## config.mk

```make
export PLATFORM = sky130hd
export DESIGN_NAME = stage0_flush_driver
export DESIGN_NICKNAME = d
export VERILOG_FILES = /design/src/rtl/stage0_drv_pkg.sv /design/src/rtl/stage0_drv_fifo.sv /design/src/rtl/stage0_flush_driver.sv
export SDC_FILE = /design/constraint.sdc
export NUM_CORES = 1
export LEC_CHECK = 0
export ABC_AREA = 1
export ABC_CLOCK_PERIOD_IN_PS = 18600
export CELL_PAD_IN_SITES_DETAIL_PLACEMENT = 0
export CELL_PAD_IN_SITES_GLOBAL_PLACEMENT = 1
export CORE_MARGIN = 3
export CORE_UTILIZATION = 40
export DETAILED_ROUTE_END_ITERATION = 8
export GPL_ROUTABILITY_DRIVEN = 0
export MAX_ROUTING_LAYER = met4
export PLACE_DENSITY = 0.76
export SETUP_SLACK_MARGIN = 0.5
export SLEW_MARGIN = 20
export SYNTH_ARGS = -nofsm -noshare
export SYNTH_HDL_FRONTEND = slang
export SYNTH_HIERARCHICAL = 1
export SYNTH_SLANG_ARGS = --single-unit
```

## constraint.sdc

```tcl
create_clock -name CLK -period 18.6 [get_ports CLK]
set_clock_uncertainty 0.2 [all_clocks]
set_input_delay 3.72 -clock CLK [delete_from_list [all_inputs] [get_ports CLK]]
set_output_delay 3.72 -clock CLK [all_outputs]
set_load 0.05 [all_outputs]
```

## src/rtl/stage0_drv_pkg.sv

```systemverilog
// Shared types and default parameters for the stage0 flush/fence driver.
package stage0_drv_pkg;

  localparam int DRV_XLEN    = 64;
  localparam int DRV_DEPTH   = 4;
  localparam int DRV_DELAYW  = 8;
  localparam int DRV_TIMEOUT = 256;

  typedef enum logic [1:0] {
    ST_IDLE,
    ST_DELAY,
    ST_DRIVE,
    ST_FENCE_WAIT
  } drv_state_e;

  typedef struct packed {
    logic [DRV_XLEN-1:0]   pc;
    logic                  fence;
    logic                  sfence;
    logic [DRV_DELAYW-1:0] delay;
  } drv_cmd_t;

endpackage

```

## src/rtl/stage0_drv_fifo.sv

```systemverilog
// Command FIFO with a registered head stage: entries land in an array with a
// registered read, so a pushed command is visible at the head one cycle later.
module stage0_drv_fifo
  import stage0_drv_pkg::*;
#(
  parameter int  DEPTH = DRV_DEPTH,
  parameter type T     = drv_cmd_t
) (
  input  logic clk,
  input  logic srst,
  input  logic push,
  input  T     push_data,
  input  logic pop,
  output T     head,
  output logic empty,
  output logic full,
  output logic occupied
);

  localparam int AW = $clog2(DEPTH);
  localparam int CW = AW + 1;

  T                mem [DEPTH];
  T                head_reg;
  logic            head_valid_reg;
  logic [AW-1:0]   wr_ptr_reg;
  logic [AW-1:0]   rd_ptr_reg;
  logic [CW-1:0]   mem_count_reg;
  logic [CW-1:0]   count_reg;
  logic            do_push;
  logic            do_pop;
  logic            load;

  assign do_push = push && !full;
  assign do_pop  = pop && head_valid_reg;
  // Refill the head from the array whenever it is empty or being consumed.
  assign load    = (mem_count_reg != '0) && (!head_valid_reg || do_pop);

  assign head     = head_reg;
  assign empty    = !head_valid_reg;
  assign full     = (count_reg == CW'(DEPTH));
  assign occupied = (count_reg != '0);

  always_ff @(posedge clk) begin
    if (do_push) begin
      mem[wr_ptr_reg] <= push_data;
    end
    if (load) begin
      head_reg <= mem[rd_ptr_reg];
    end
  end

  always_ff @(posedge clk) begin
    if (srst) begin
      wr_ptr_reg     <= '0;
      rd_ptr_reg     <= '0;
      mem_count_reg  <= '0;
      count_reg      <= '0;
      head_valid_reg <= 1'b0;
    end else begin
      if (do_push) begin
        wr_ptr_reg <= wr_ptr_reg + AW'(1);
      end
      if (load) begin
        rd_ptr_reg <= rd_ptr_reg + AW'(1);
      end
      mem_count_reg <= mem_count_reg + CW'(do_push) - CW'(load);
      count_reg     <= count_reg + CW'(do_push) - CW'(do_pop);
      if (load) begin
        head_valid_reg <= 1'b1;
      end else if (do_pop) begin
        head_valid_reg <= 1'b0;
      end
    end
  end

endmodule

```

## src/rtl/stage0_flush_driver.sv

```systemverilog
// Scripted redirect/flush driver for the fetch stage with an expected-epoch model.
// Define STAGE0_DRV_TIMEOUT_EN to build the fence-wait watchdog (err_timeout).
module stage0_flush_driver
  import stage0_drv_pkg::*;
#(
  parameter int XLEN    = DRV_XLEN,
  parameter int DEPTH   = DRV_DEPTH,
  parameter int DELAYW  = DRV_DELAYW,
  parameter int TIMEOUT = DRV_TIMEOUT
) (
  input  logic              CLK,
  input  logic              RST,
  input  logic              cmd_valid,
  output logic              cmd_ready,
  input  logic [XLEN-1:0]   cmd_pc,
  input  logic              cmd_fence,
  input  logic              cmd_sfence,
  input  logic [DELAYW-1:0] cmd_delay,
  output logic              flush_en,
  input  logic              flush_rdy,
  output logic [XLEN-1:0]   flush_pc,
  output logic              flush_fence,
  output logic              flush_sfence,
  input  logic              fence_done,
  output logic              exp_eepoch,
  output logic              busy,
  output logic [15:0]       flush_count,
  output logic              err_timeout
);

  typedef struct packed {
    logic [XLEN-1:0]   pc;
    logic              fence;
    logic              sfence;
    logic [DELAYW-1:0] delay;
  } cmd_t;

  cmd_t              cmd_in;
  cmd_t              head;
  logic              fifo_empty;
  logic              fifo_full;
  logic              fifo_occupied;
  logic              pop;
  logic              xfer;

  drv_state_e        state_reg, state_next;
  logic [DELAYW-1:0] delay_reg, delay_next;
  logic [XLEN-1:0]   work_pc_reg;
  logic              work_fence_reg;
  logic              work_sfence_reg;
  logic              eepoch_reg;
  logic [15:0]       count_reg;

  assign cmd_in = '{pc: cmd_pc, fence: cmd_fence, sfence: cmd_sfence, delay: cmd_delay};

  stage0_drv_fifo #(
    .DEPTH(DEPTH),
    .T    (cmd_t)
  ) u_fifo (
    .clk      (CLK),
    .srst     (RST),
    .push     (cmd_valid),
    .push_data(cmd_in),
    .pop      (pop),
    .head     (head),
    .empty    (fifo_empty),
    .full     (fifo_full),
    .occupied (fifo_occupied)
  );

`ifdef STAGE0_DRV_TIMEOUT_EN
  localparam int TW = (TIMEOUT > 2) ? $clog2(TIMEOUT) : 1;
  localparam logic [TW-1:0] WAIT_LAST = TW'(TIMEOUT - 1);

  logic [TW-1:0] wait_cnt_reg;
  logic          err_timeout_reg;
  logic          timeout_hit;
`endif

  always_comb begin
    state_next = state_reg;
    delay_next = delay_reg;
    pop        = 1'b0;
    xfer       = 1'b0;
`ifdef STAGE0_DRV_TIMEOUT_EN
    timeout_hit = 1'b0;
`endif
    case (state_reg)
      ST_IDLE: begin
        if (!fifo_empty) begin
          pop = 1'b1;
          if (head.delay != '0) begin
            state_next = ST_DELAY;
            delay_next = head.delay - DELAYW'(1);
          end else begin
            state_next = ST_DRIVE;
          end
        end
      end
      ST_DELAY: begin
        if (delay_reg == '0) begin
          state_next = ST_DRIVE;
        end else begin
          delay_next = delay_reg - DELAYW'(1);
        end
      end
      ST_DRIVE: begin
        if (flush_rdy) begin
          xfer       = 1'b1;
          state_next = (work_fence_reg || work_sfence_reg) ? ST_FENCE_WAIT : ST_IDLE;
        end
      end
      ST_FENCE_WAIT: begin
        // A completion on the limit cycle wins over the watchdog.
        if (fence_done) begin
          state_next = ST_IDLE;
        end
`ifdef STAGE0_DRV_TIMEOUT_EN
        else if (wait_cnt_reg == WAIT_LAST) begin
          state_next  = ST_IDLE;
          timeout_hit = 1'b1;
        end
`endif
      end
      default: state_next = ST_IDLE;
    endcase
  end

  always_ff @(posedge CLK) begin
    if (RST) begin
      state_reg       <= ST_IDLE;
      delay_reg       <= '0;
      work_pc_reg     <= '0;
      work_fence_reg  <= 1'b0;
      work_sfence_reg <= 1'b0;
      eepoch_reg      <= 1'b0;
      count_reg       <= '0;
    end else begin
      state_reg <= state_next;
      delay_reg <= delay_next;
      if (pop) begin
        // A command flagged both ways is handled purely as a fence.i.
        work_pc_reg     <= head.pc;
        work_fence_reg  <= head.fence;
        work_sfence_reg <= head.sfence & ~head.fence;
      end
      if (xfer) begin
        eepoch_reg <= ~eepoch_reg;
        count_reg  <= count_reg + 16'd1;
      end
    end
  end

`ifdef STAGE0_DRV_TIMEOUT_EN
  always_ff @(posedge CLK) begin
    if (RST) begin
      wait_cnt_reg    <= '0;
      err_timeout_reg <= 1'b0;
    end else begin
      if (state_reg == ST_FENCE_WAIT) begin
        wait_cnt_reg <= wait_cnt_reg + TW'(1);
      end else begin
        wait_cnt_reg <= '0;
      end
      if (timeout_hit) begin
        err_timeout_reg <= 1'b1;
      end
    end
  end

  assign err_timeout = err_timeout_reg;
`else
  // Without the watchdog TIMEOUT has no effect and the flag is constant low.
  assign err_timeout = 1'b0 & (TIMEOUT > 0);
`endif

  assign flush_en     = (state_reg == ST_DRIVE);
  assign flush_pc     = flush_en ? work_pc_reg : '0;
  assign flush_fence  = flush_en & work_fence_reg;
  assign flush_sfence = flush_en & work_sfence_reg;
  assign cmd_ready    = !fifo_full;
  assign busy         = (state_reg != ST_IDLE) || fifo_occupied;
  assign exp_eepoch   = eepoch_reg;
  assign flush_count  = count_reg;

endmodule

```

==> flow_summary.json <==
{
  "die_w_um": 221,
  "start_util_pct": 40.8,
  "rr_startpoint": "state_reg[0]$_SDFFE_PP0P_",
  "p_total_mw": 3.38,
  "synth_edf_count": 370,
  "critPathMaxFanout": 59,
  "dieArea_um2": 49100,
  "synth_top_flop_cell": "edfxtp_1",
  "tightest_slew_ns": 1.05,
  "crit_start": "state_reg[0]$_SDFFE_PP0P_",
  "avgSynthCellArea_um2": 12.4,
  "rsz0062_at_grt": "no",
  "routed_wl_um": 39800,
  "path_cells": "nor2_8 -> inv_2 -> buf_4 -> nor2_1 -> clkdlybuf4s50_1",
  "power_leakage_nw": 7.63,
  "core_area_um2": 45600,
  "holdWs_ns": 0.251,
  "grt_usage_pct": 16.5,
  "cp_slowest_cell": "clkdlybuf4s50_1",
  "drc": 0,
  "grt_pass1_wl_um": 62200,
  "clk_latency_ns": 0.57,
  "busiest_layer": "met2",
  "portBuffers": 164,
  "grt_use_met3_pct": 3.55,
  "yosysWarnings": 6,
  "startpoint_type": "flop",
  "relSlewSlack_pct": 30.0,
  "multi_input_area_um2": 4420,
  "syn_area_um2": 18600,
  "first_pass_iters": 5,
  "async_reset_ff_share_pct": 0,
  "post-route-period-util_pct": 37.1,
  "cts_resized": 0,
  "postSynthCellCount": 1504,
  "endpoint_kind": "output pin",
  "endpoint": "flush_sfence",
  "drt_iter0_drc": 561,
  "slew_violations": 0,
  "place_hpwl_um": 23500,
  "cellPowerDensity_nw_per_um2": 152,
  "synth.yosys.seq_area_share_pct": 71.0,
  "grt_pass1_vias": 11138,
  "maxCapViolCount": 0,
  "setup_ws_ns": 11.69,
  "grt_antenna_before_repair": 7,
  "rows": 78,
  "layout-drive-gt1-share_pct": 11.1,
  "vias_per_cell": 4.90,
  "status": "complete, no violations",
  "worstPathArrival_ns": 2.99,
  "htreeDepth": 2,
  "hold_violations": 0,
  "clock-root-buffer": "clkbuf_16",
  "yosys_register_bits": 474,
  "reg2regPathDepth": 12,
  "setup_tns_ns": 0,
  "grt_use_met1_pct": 19.6,
  "rrSetupSlack_ns": 15.20,
  "synth_common_cells": "edfxtp_1, nor2_1, o21ai_0, inv_1, dfxtp_1",
  "synth_nets": 1595,
  "max_freq_mhz": 145,
  "irDropWorstVdd_mv": 0.0699,
  "vias": 11282,
  "post-route-util_pct": 48.8,
  "critPathRequiredTime_ns": 14.68,
  "fill_cells": 3943,
  "path_clk_slew_ns": 0.06,
  "clk_path_buf_depth": 3,
  "hold_class": "flop to flop",
  "ctsHoldBuffers": 0,
  "cts_buffers": 50,
  "synth.area.top_cells": "edfxtp_1, dfxtp_1, o21ai_0",
  "synth_top_area_share_pct": 59.8,
  "ys_types": 38,
  "cts_setup_buffers": 0,
  "met2_usage_pct": 28.2,
  "yosysMostFrequentCell": "edfxtp_1",
  "antenna_left": 0,
  "final-setup-viol-count": 0,
  "nets": 1746,
  "pre_cts_ws_ns": 12.11,
  "slowest_delay_ns": 0.73,
  "synthToLayoutAreaGrowth_pct": 19.8,
  "cts_tree": "done",
  "grt-ovfl-total": 0,
  "synth_top_area_cell": "edfxtp_1",
  "rr_endpoint": "u_fifo/mem_count_reg[2]$_SDFF_PP0_",
  "wire_per_inst_um": 17.3,
  "critPathKind": "flop to output pin",
  "regArea_um2": 13200,
  "largest_reg_flops": 296,
  "cts.sinks": 474,
  "num_io_pins": 166,
  "min_period_ns": 6.91,
  "die_y_um": 221,
  "grt_max_degree": 101
}
-- cell type report --
type | instances | share of cell area, %
sequential | 474 | 59.3
multi-input combinational | 816 | 19.9
timing repair buffer | 180 | 7.97
clock buffer | 62 | 5.92
tap | 600 | 3.37
inverter | 133 | 2.28
clock inverter | 29 | 1.18
antenna | 9 | 0.101
-- critical path, delay by kind of cell, from the launching register on --
| family | cells | cell delay [ns] |
|---|---|---|
| AND/OR/NAND/NOR | 2 | 0.25 |
| buffers and inverters | 3 | 1.47 |
| flip-flops | 1 | 0.66 |
-- power by group --
part	switching, mW	internal [mW]
registers	0.0880	1.44
clock network	0.392	0.559
logic	0.636	0.271
total	1.12	2.27
-- cells by family (layout without fill, tap and decap cells) --
logic type / Yosys count / count (layout) / synth area share, %
buffers and inverters: 214 / 404 / 5.42
other: 1 / 10 / 0.0202
AOI/OAI and AO/OA: 393 / 393 / 12.3
xor gates and xnor gates: 5 / 5 / 0.236
adders and majority gates: 12 / 12 / 0.889
DFF: 474 / 474 / 71.0
and+or+nand+nor: 405 / 405 / 10.1
-- worst min-delay path by stage --
stage,from,to,slack (ns),depth (start not counted)
after global placement,work_pc_reg[33]$_SDFFE_PP0P_,work_pc_reg[33]$_SDFFE_PP0P_,0.24,2
after detailed placement,work_pc_reg[6]$_SDFFE_PP0P_,work_pc_reg[6]$_SDFFE_PP0P_,0.25,2
after CTS,work_pc_reg[6]$_SDFFE_PP0P_,work_pc_reg[6]$_SDFFE_PP0P_,0.25,2
after global routing,work_pc_reg[33]$_SDFFE_PP0P_,work_pc_reg[33]$_SDFFE_PP0P_,0.27,2
final,work_pc_reg[6]$_SDFFE_PP0P_,work_pc_reg[6]$_SDFFE_PP0P_,0.25,2
after floorplan,work_pc_reg[0]$_SDFFE_PP0P_,work_pc_reg[0]$_SDFFE_PP0P_,0.23,2
-- per-stage QoR --
stage / cells / area, µm²
floorplan: 1504 / 18600
global placement: 2202 / 20600
detailed placement: 2202 / 20600
CTS: 2293 / 22200
global route: 2301 / 22200
finish: 2303 / 22300
-- cells in the final DEF (no fill, tap or decap), types with 36 or more instances in the layout --
cell	netlist	final
edfxtp_1	370	370
nor2_1	245	241
o21ai_0	191	191
clkdlybuf4s50_1	0	164
inv_1	127	125
dfxtp_1	104	102
nand2_1	86	86
a21oi_1	84	83
clkbuf_16	0	51
o22ai_1	44	44
nor2_4	32	36
-- metal layers --
layer  wire length [µm]  share of wire [%]
met5                  0                  0
met4                925                2.3
met3               1880                4.7
met2              20100                 51
met1              16900                 42
Power figures use the tool's default switching activity.
==> patch, RTL diff (same settings) <==
Register the output `flush_count` once more; this adds one clock of latency there. The other outputs are not delayed to match.
--- a/src/rtl/stage0_flush_driver.sv
+++ b/src/rtl/stage0_flush_driver.sv
@@ -183,3 +183,5 @@
   assign exp_eepoch   = eepoch_reg;
-  assign flush_count  = count_reg;
+  always_ff @(posedge CLK) begin
+    flush_count <= count_reg;
+  end
 
Check against the original RTL: not equivalent (Yosys sat finds a counterexample within 10 cycles, from zero or initial values and one cycle with RST high).
==> patch against the unedited design <==
Sequential cell count increased by 16. Combinational power about the same. Largest power group unchanged. Synthesized area increased by 1.7%. Fmax decreased by 1.6%. Worst setup slack got worse by 110 ps. Critical path type unchanged. Count of clock-buffer cells in the layout increased by 2. Cell area increased by 2.2%. Total power increased by 3.6%. Routed wire length increased by 1.4%. Final cell count increased by 1.2%. Global-route usage decreased by 0.12 points. Clock power increased by 9%. Worst hold slack got worse by 82 ps.
==> patch: results (changes against the unedited design) <==
| Metric | Value |
|---|---|
| Met3 routed WL | 2130 um (+13%) |
| Number of global-route vias before repair | 11200 (+0.73%) |
| Slowest cell delay on critical path | 720 ps |
| Tightest slew margin relative to the limit | 35.3% (+5.3 points) |
| Dominant cells by area after synthesis | sky130_fd_sc_hd__edfxtp_1, sky130_fd_sc_hd__dfxtp_1, sky130_fd_sc_hd__o21ai_0 |
| Antenna violations before repair | 8 (+1) |
| Final count of hold timing violations | 0 (unchanged) |
| Via density per instance | 4.92 (+0.47%) |
| Yosys warning total | 6 (unchanged) |
| Cell type of the slowest stage on the worst timing path | sky130_fd_sc_hd__clkdlybuf4s50_1 |
| Most used flip-flop cell after synthesis | sky130_fd_sc_hd__edfxtp_1 |
| Buffer cell driving the clock tree root | sky130_fd_sc_hd__clkbuf_16 |
| First-pass GRT wire length | 62200 um (about the same) |
| Pin count of the biggest net entering global routing | 89 (-12%) |
| DR top layer | met4 |
| Cell Count Post-Placement | 2228 (+1.2%) |
| # H-tree levels | 2 (unchanged) |
| Post-synthesis net count | 1611 (+1.0%) |
| Portion of the post-synthesis area used by sequential elements | 71.5% (+0.49 points) |
| Count of input and output buffers | 164 (unchanged) |
| Placed cell areas | 0.0210 sq mm (+1.7%) |
| Largest register FFs | 296 (unchanged) |
| Post-CTS sizing | 0 (unchanged) |
| Hold crit path type | reg -> reg |
| LEAKAGE | 7.83 nW (+2.6%) |
| DR WL met2 | 20500 um (+2.0%) |
| Register clock-pin slew on the reported worst setup and hold paths | 60 ps (about the same) |
| Number of library cell types mapped by synthesis | 38 (unchanged) |
| Skew-Pair Late Insertion Delay | 570 ps (about the same) |
| Detailed-router iteration count before antenna repair | 5 (unchanged) |
| Cts bufs inserted | 50 (unchanged) |
| Length of routed wiring on met1 | 16700 um (-0.93%) |
| Status | completed |
| VDD IR max | 82.6 uV (+18%) |
| HPWL Detailed | 23500 um (+0.26%) |
| Post-synth top cells | sky130_fd_sc_hd__edfxtp_1, sky130_fd_sc_hd__nor2_1, sky130_fd_sc_hd__o21ai_0 |
| Maximum buffer depth of the clock tree | 3 (unchanged) |
| Ratio of cells with drive above 1 in the final layout | 11.4% (+0.28 points) |
| Post CTS Setup Buffer Count | 0 (unchanged) |
| Number of flops mapped to enable cells by yosys | 370 (unchanged) |
| Crit Path Max Fanout | 35 (-41%) |
| Worst setup timing slack at the placement stage | 12090 ps (-21.3 ps) |
| Synth Instances | 1520 (+1.1%) |
| Net count reported at finish | 1764 (+1.0%) |
| Global Route Usage Sum | 16.4% (-0.12 points) |
| Final WL | 40400 um (+1.4%) |
| 1st-iter DRT viols | 756 (+35%) |
| Post-synth ARST share | 0% (unchanged) |
| Number of filler cells placed in the layout | 4068 (+3.2%) |
| Crit path DAT | 3100 ps (+110 ps) |
| Wire per inst | 17.3 um (+0.25%) |
patch: changes by cell type in the layout (fill, tap and decap cells not counted), sizes merged:
cell,change
buf,+2
bufinv,+3
clkbuf,+2
clkinv,-4
clkinvlp,+1
dfxtp,+16
patch: final timing paths:
path,slack (ps),cells after the start,from,end
setup / recovery,11580,5,state_reg[0]$_SDFFE_PP0P_,flush_pc[45]
hold / removal,170,0,count_reg[5]$_SDFFE_PP0P_,flush_count[5]$_DFF_P_
setup reg to reg,15430,13,state_reg[0]$_SDFFE_PP0P_,u_fifo/mem_count_reg[2]$_SDFF_PP0_
hold reg to reg,170,0,count_reg[5]$_SDFFE_PP0P_,flush_count[5]$_DFF_P_
patch: worst max-delay path: cells and delay by family (launching register included):
kind	cells	cell delay, ps
buffers and inverters	3	1650
DFF	1	660
and+or+nand+nor	2	190
patch: area by class of cell:
type | instances | area share [%]
repair buffers | 182 | 7.81
well taps | 607 | 3.34
inverters | 133 | 2.23
flip-flops and latches | 490 | 59.5
clock inverters | 29 | 1.53
clock buffers | 64 | 6.10
multi-input cells | 816 | 19.4
diodes | 9 | 0.0991
patch: stage by stage:
stage	hold WS (ps)	total power, mW	utilization [%]
floorplan	150	2.28	-
global route	182	3.70	48.7
CTS	170	3.54	48.7
global placement	161	2.48	45.0
finish	169	3.50	48.7
detailed placement	161	2.50	45.0
patch: power by group:
group / switching (mW) / internal (mW) / total [mW]
Sequential: 0.0889 / 1.47 / 1.56
Clock: 0.411 / 0.626 / 1.04
Combinational: 0.638 / 0.271 / 0.909
patch: kinds of logic (layout without fill, tap and decap cells):
family,Yosys count,in the layout,synth area share [%]
adders and majority gates,12,12,0.874
and+or+nand+nor,405,405,9.97
buffers and inverters,214,408,5.32
other,1,10,0.0198
DFF,490,490,71.5
xor gates and xnor gates,5,5,0.232
AOI/OAI and AO/OA,393,393,12.1
patch: routing by layer:
metal,GRT usage (%),vias up
li1,-,5623
met1,19.3,5544
met2,27.9,229
met3,3.51,72
met4,5.92,0
met5,-,-
